File: src/rtl/trace_pkg.sv
// Shared types for the ap_ctrl handshake tracer: record layout, error bit
// positions and the recorder state machine encoding.
package trace_pkg;

   localparam int ID_W     = 8;
   localparam int TS_W_DEF = 32;

   localparam int ERR_OVERFLOW = 0;
   localparam int ERR_ORPHAN   = 1;

   typedef enum logic [1:0] {
      ST_IDLE,
      ST_BUSY,
      ST_FLUSH
   } traceState_t;

   // Record layout at the default timestamp width, module ID in the MSBs.
   typedef struct packed {
      logic [ID_W-1:0]     id;
      logic [TS_W_DEF-1:0] startTs;
      logic [TS_W_DEF-1:0] doneTs;
      logic [TS_W_DEF-1:0] latency;
   } traceRec_t;

endpackage

File: src/rtl/trace_fifo.sv
// Synchronous first-word-fall-through FIFO; the head word is on rdata whenever
// count is nonzero, and a push into a full FIFO succeeds if a pop happens alongside.
module trace_fifo #(
   parameter int WIDTH = 32,
   parameter int DEPTH = 4,
   localparam int AW = $clog2(DEPTH)
) (
   input  logic             clock,
   input  logic             reset,
   input  logic             push,
   input  logic [WIDTH-1:0] wdata,
   input  logic             pop,
   output logic [WIDTH-1:0] rdata,
   output logic [AW:0]      count
);

   logic [WIDTH-1:0] mem [DEPTH];
   logic [AW-1:0]    wrPtr;
   logic [AW-1:0]    rdPtr;
   logic             doPush;
   logic             doPop;

   assign doPop  = pop && (count != '0);
   assign doPush = push && ((count != (AW+1)'(DEPTH)) || doPop);
   assign rdata  = mem[rdPtr];

   always_ff @(posedge clock) begin
      if (reset) begin
         wrPtr <= '0;
         rdPtr <= '0;
         count <= '0;
      end else begin
         if (doPush) wrPtr <= wrPtr + 1'b1;
         if (doPop)  rdPtr <= rdPtr + 1'b1;
         count <= count + (AW+1)'(doPush) - (AW+1)'(doPop);
      end
   end

   // Storage is deliberately left unreset; only valid entries are ever observed.
   always_ff @(posedge clock) begin
      if (doPush) mem[wrPtr] <= wdata;
   end

endmodule

File: src/rtl/ap_ctrl_trace_recorder.sv
// Watches one HLS block's ap_ctrl_hs handshake, timestamps accepted starts and
// emits {ID, start_ts, done_ts, latency} records on a valid/ready stream.
module ap_ctrl_trace_recorder
   import trace_pkg::*;
#(
   parameter logic [ID_W-1:0] ID = 8'h00,
   parameter int TS_W     = 32,
   parameter int SQ_DEPTH = 4,
   parameter int RQ_DEPTH = 8
) (
   input  logic                   clock,
   input  logic                   reset,
   input  logic                   ap_start,
   input  logic                   ap_ready,
   input  logic                   ap_done,
   input  logic                   ap_continue,
   input  logic                   finish,
   output logic                   rec_valid,
   input  logic                   rec_ready,
   output logic [ID_W+3*TS_W-1:0] rec_data,
   output logic [15:0]            drop_cnt,
   output logic [1:0]             err,
   output logic                   finish_done
);

   localparam int REC_W = ID_W + 3*TS_W;
   localparam int SQ_CW = $clog2(SQ_DEPTH) + 1;
   localparam int RQ_CW = $clog2(RQ_DEPTH) + 1;

   traceState_t      state;
   logic [TS_W-1:0]  ts;
   logic [TS_W-1:0]  sqHead;
   logic [SQ_CW-1:0] sqCount;
   logic [REC_W-1:0] rqHead;
   logic [RQ_CW-1:0] rqCount;
   logic [TS_W-1:0]  recStart;
   logic [REC_W-1:0] recWord;
   logic sqEmpty, sqFull, rqEmpty, rqFull;
   logic active, accept, complete;
   logic sqPush, sqPop, sqNextEmpty;
   logic recMake, rqPush, recDrop, overflow, orphan;

   assign sqEmpty = (sqCount == '0);
   assign sqFull  = (sqCount == SQ_CW'(SQ_DEPTH));
   assign rqEmpty = (rqCount == '0);
   assign rqFull  = (rqCount == RQ_CW'(RQ_DEPTH));

   // Events are ignored from the cycle finish is seen onwards.
   assign active   = (state != ST_FLUSH) && !finish;
   assign accept   = active && ap_start && ap_ready;
   assign complete = active && ap_done && ap_continue;

   // An accept landing on an empty queue in the same cycle as a completion
   // bypasses the queue and pairs with the completion directly.
   assign sqPop    = complete && !sqEmpty;
   assign sqPush   = accept && !(complete && sqEmpty) && (!sqFull || sqPop);
   assign overflow = accept && sqFull && !sqPop;
   assign orphan   = complete && sqEmpty && !accept;
   assign recMake  = complete && (!sqEmpty || accept);
   assign recStart = sqEmpty ? ts : sqHead;
   assign recWord  = {ID, recStart, ts, ts - recStart};

   assign sqNextEmpty = (sqEmpty && !sqPush) ||
                        ((sqCount == SQ_CW'(1)) && sqPop && !sqPush);

   assign rqPush    = recMake && (!rqFull || (rec_valid && rec_ready));
   assign recDrop   = recMake && !rqPush;
   assign rec_valid = !rqEmpty;
   assign rec_data  = rqEmpty ? '0 : rqHead;

   trace_fifo #(.WIDTH(TS_W), .DEPTH(SQ_DEPTH)) startQueue (
      .clock (clock),
      .reset (reset),
      .push  (sqPush),
      .wdata (ts),
      .pop   (sqPop),
      .rdata (sqHead),
      .count (sqCount)
   );

   trace_fifo #(.WIDTH(REC_W), .DEPTH(RQ_DEPTH)) recordQueue (
      .clock (clock),
      .reset (reset),
      .push  (rqPush),
      .wdata (recWord),
      .pop   (rec_ready),
      .rdata (rqHead),
      .count (rqCount)
   );

   always_ff @(posedge clock) begin
      if (reset) begin
         ts       <= '0;
         drop_cnt <= '0;
         err      <= '0;
      end else begin
         ts <= ts + 1'b1;
         if (recDrop && (drop_cnt != 16'hFFFF)) drop_cnt <= drop_cnt + 16'd1;
         if (overflow) err[ERR_OVERFLOW] <= 1'b1;
         if (orphan)   err[ERR_ORPHAN]   <= 1'b1;
      end
   end

   // FLUSH is terminal until reset; finish_done follows the record FIFO draining.
   always_ff @(posedge clock) begin
      if (reset) begin
         state       <= ST_IDLE;
         finish_done <= 1'b0;
      end else if (finish || (state == ST_FLUSH)) begin
         state <= ST_FLUSH;
         if (rqEmpty) finish_done <= 1'b1;
      end else begin
         state <= sqNextEmpty ? ST_IDLE : ST_BUSY;
      end
   end

endmodule

File: config.mk
export PLATFORM = sky130hd
export DESIGN_NAME = ap_ctrl_trace_recorder
export DESIGN_NICKNAME = d
export VERILOG_FILES = /design/src/rtl/trace_pkg.sv /design/src/rtl/trace_fifo.sv /design/src/rtl/ap_ctrl_trace_recorder.sv
export SDC_FILE = /design/constraint.sdc
export NUM_CORES = 1
export LEC_CHECK = 0
export CELL_PAD_IN_SITES_DETAIL_PLACEMENT = 0
export CELL_PAD_IN_SITES_GLOBAL_PLACEMENT = 1
export CORE_ASPECT_RATIO = 2
export CORE_MARGIN = 5
export CORE_UTILIZATION = 46
export DETAILED_ROUTE_END_ITERATION = 16
export GPL_TIMING_DRIVEN = 0
export PLACE_DENSITY = 0.68
export SLEW_MARGIN = 10
export SYNTH_ARGS = -nofsm -noshare
export SYNTH_HDL_FRONTEND = slang
export SYNTH_SLANG_ARGS = --single-unit
File: constraint.sdc
create_clock -name clock -period 18.81 [get_ports clock]
set_input_delay 3.762 -clock clock [delete_from_list [all_inputs] [get_ports clock]]
set_output_delay 3.762 -clock clock [all_outputs]
set_load 0.05 [all_outputs]
==> run_results.csv <==
group,metric,value,unit
timing,max_freq,121,MHz
yosys,synth-main-ff-cell,"edfxtp_1",
floorplan,die-area,0.0915,mm2
placement,pre_cts_ws,11150,ps
clocking,cts-buffers-inserted,82,
drt,drt_iter0_drc,1352,
finish,syn2layout_area_growth,16.4,%
floorplan,start_util,46.3,%
timing,min_period,8270,ps
power,peakVddDrop,0.0748,mV
clocking,htreeDepth,3,
worst_setup_path,r2r_end,"recordQueue.mem[1][29]",
worst_setup_path,critPathRequiredTime,15050,ps
global_route,grt_overflow,0,
placement,hpwl,67100,um
yosys,synth_top_area_share,68.6,%
global_route,grt_max_degree,22,
finish,n_antenna_cell,0,
drt,first_pass_iters,5,
drt,vias,20200,
timing,maxSlewViolCount,0,
floorplan,row_count,151,
global_route,antenna_found_initial,1,
placement,finalWeightedCongestion,0.910,
outcome,status,"finished, final reports clean",
hold_path,hold_end,"err[1]",
clocking,numClockSinks,971,
timing,fin_crit_sh,43.9,%
clocking,ctsHoldBuffers,0,
floorplan,die_h,423,um
worst_setup_path,r2r-start,"startQueue.count[2]",
floorplan,core,0.0846,mm2
drt,drc,0,
drt,postRouteAntennaNets,0,
worst_setup_path,end_kind,"output pin",
hold_path,hp-class,"reg2reg",
worst_setup_path,worstPathArrival,4500,ps
clocking,clock-root-buffer,"clkbuf_16",
timing,fin_skew,24.7,ps
clocking,clk_path_buf_depth,3,
drt,drt-total-wl,94900,um
worst_setup_path,rrSetupSlack,13350,ps
global_route,grt_pass1_vias,21400,
power,power.leakage,15.1,nW
yosys,synthTopCellsByArea,"edfxtp_1 69%, mux4_2 13%, dfxtp_1 3.8%, mux2i_1 3.3%, nor2_1 1.7%",
hold_path,min_path_cells,2,
yosys,async_flop_share,0,%
clocking,cts_tree,"built",
hold_path,hp-start,"err[1]",
finish,layout-drive-gt1-share,21.1,%
yosys,synth_cell_types,68,
timing,maxSlewHeadroom,18.0,%
yosys,ys_seq_area_share,72.5,%
floorplan,die_x,216,um
finish,fillCellCount,6694,
yosys,syn-instance-count,2082,
drt,wl_per_cell,26.8,um
yosys,postSynthAreaPerCell,18.8,um2
timing,hold_violations,0,
timing,setup_ws,10540,ps
power,finalPower,6.09,mW
finish,finalNetCount,2460,
worst_setup_path,rr_worst_depth,11,
timing,tightestPinTransition,1220,ps
drt,avgViaCountPerCell,5.70,
placement,place.port_buffers,122,
clocking,insertion_delay,660,ps
yosys,syn_area,0.0392,mm2
floorplan,num_io_pins,132,
yosys,synth_common_cells,"896 x edfxtp_1, 224 x mux4_2, 182 x nor2_1, 128 x mux2i_1, 75 x dfxtp_1",
finish,multi_input_area,0.0102,mm2
global_route,grt_pass1_wl,141000,um
clocking,cts_resized,0,
yosys,yosysTopAreaCell,"edfxtp_1",
yosys,ys_ff_latch,971,
flow_run,max-cap-violations,0,
timing,rsz0062_at_grt,"false",
worst_setup_path,path_class,"reg2out",
worst_setup_path,critPathLaunchType,"flip-flop",
yosys,synth_enable_flop_cells,896,
yosys,ys_warn_count,0,
finish,register_area,0.0284,mm2
worst_setup_path,cp_max_fo,10,
global_route,track_usage,20.8,%
yosys,synth_most_common_cell,"edfxtp_1",
power,p_per_area,133,mW/mm2
timing,finalSetupViolCount,0,
clocking,post_cts_buffers,0,
finish,final_util,53.9,%
clocking,clk_pin_slew,70,ps
[worst max-delay path, stage by stage (launching register included)]
cell and delay (ps):
dfxtp_1 470, clkbuf_1 900, clkbuf_1 730, mux4_2 390
mux2i_1 80, nor2_1 350, clkdlybuf4s50_1 890
[per-stage QoR]
step           cells  hold slack, ps  instance area [um2]   TNS, ps
2_1_floorplan   2089             485                39200         0
3_3_place_gp    3282             462                41800  -1424160
3_5_place_dp    3389             468                43000         0
4_1_cts         3542             493                45600         0
5_1_grt         3542             515                45600         0
6_report        3542             485                45600         0
[worst max path at each step]
stage / from / end / slack, ps / cells after the start
CTS: recordQueue.count[2] / rec_data[73] / 10420 / 8
global placement: finish / recordQueue.mem[0][88] / -6880 / 5
global route: recordQueue.count[1] / rec_data[73] / 10390 / 7
floorplan: finish / recordQueue.mem[0][0] / 4620 / 4
finish: flip-flop / rec_data[64] / 10540 / 6
detailed placement: flip-flop / rec_data[63] / 11150 / 6
[where the power goes]
part	internal [mW]	total, mW	leakage (nW)	switching (mW)
Sequential	2.46	2.47	8.79	0.0125
Combinational	0.672	1.93	5.04	1.26
Clock	0.915	1.69	1.28	0.771
Total	4.05	6.09	15.1	2.04
[placed cells by master (no fill, tap or decap), drive strengths merged, types with 5 or more instances in the layout]
cell type / count
edfxtp: 896
mux4: 224
nor2: 183
clkbuf: 166
buf: 153
mux2i: 128
clkdlybuf4s50: 122
dfxtp: 75
inv: 60
ha: 47
nand2: 47
a21oi: 41
xor2: 41
xnor2: 34
o21ai: 27
nand3: 26
clkinv: 26
nand4: 17
nor3: 16
and3: 13
a21o: 11
o21bai: 9
or3: 9
a31oi: 9
and4: 9
conb: 8
and2: 7
nand2b: 6
nor2b: 6
o21a: 6
bufinv: 5
[layer usage]
layer	global-route usage (%)	routed length [um]	up-vias
met3	3.01	3920	128
met2	38.6	52300	514
met5	0	0	-
met1	25.4	36400	10700
met4	5.56	2210	0
li1	-	-	8905
[state kept, by name (all words and copies together) (netlist names), named ones only]
name and count:
startQueue.wrPtr 2, startQueue.rdPtr 2, state 2, startQueue.mem 128, err 2, startQueue.count 3
ts 32, recordQueue.wrPtr 3, recordQueue.rdPtr 3, recordQueue.mem 768, recordQueue.count 4, finish_done 1
drop_cnt 16
[final cells by class]
type | instances | area share [%]
Multi-Input combinational cell | 964 | 22.4
Inverter | 52 | 0.428
Clock inverter | 43 | 0.856
Buffer | 102 | 1.00
Tap cell | 1071 | 2.94
Sequential cell | 971 | 62.3
Timing Repair Buffer | 229 | 5.17
Clock buffer | 110 | 4.91
[logic make-up after synthesis]
| logic type | Yosys count | share of synthesized area [%] |
|---|---|---|
| DFF | 971 | 72.5 |
| muxes | 354 | 16.2 |
| and+or+nand+nor | 349 | 4.25 |
| buffers and inverters | 154 | 1.66 |
| AOI/OAI and AO/OA | 127 | 2.07 |
| xor gates and xnor gates | 75 | 1.68 |
| adders and majority gates | 51 | 1.68 |
| other | 1 | 0.00957 |
Note: power is estimated with default switching activity, not from simulation.
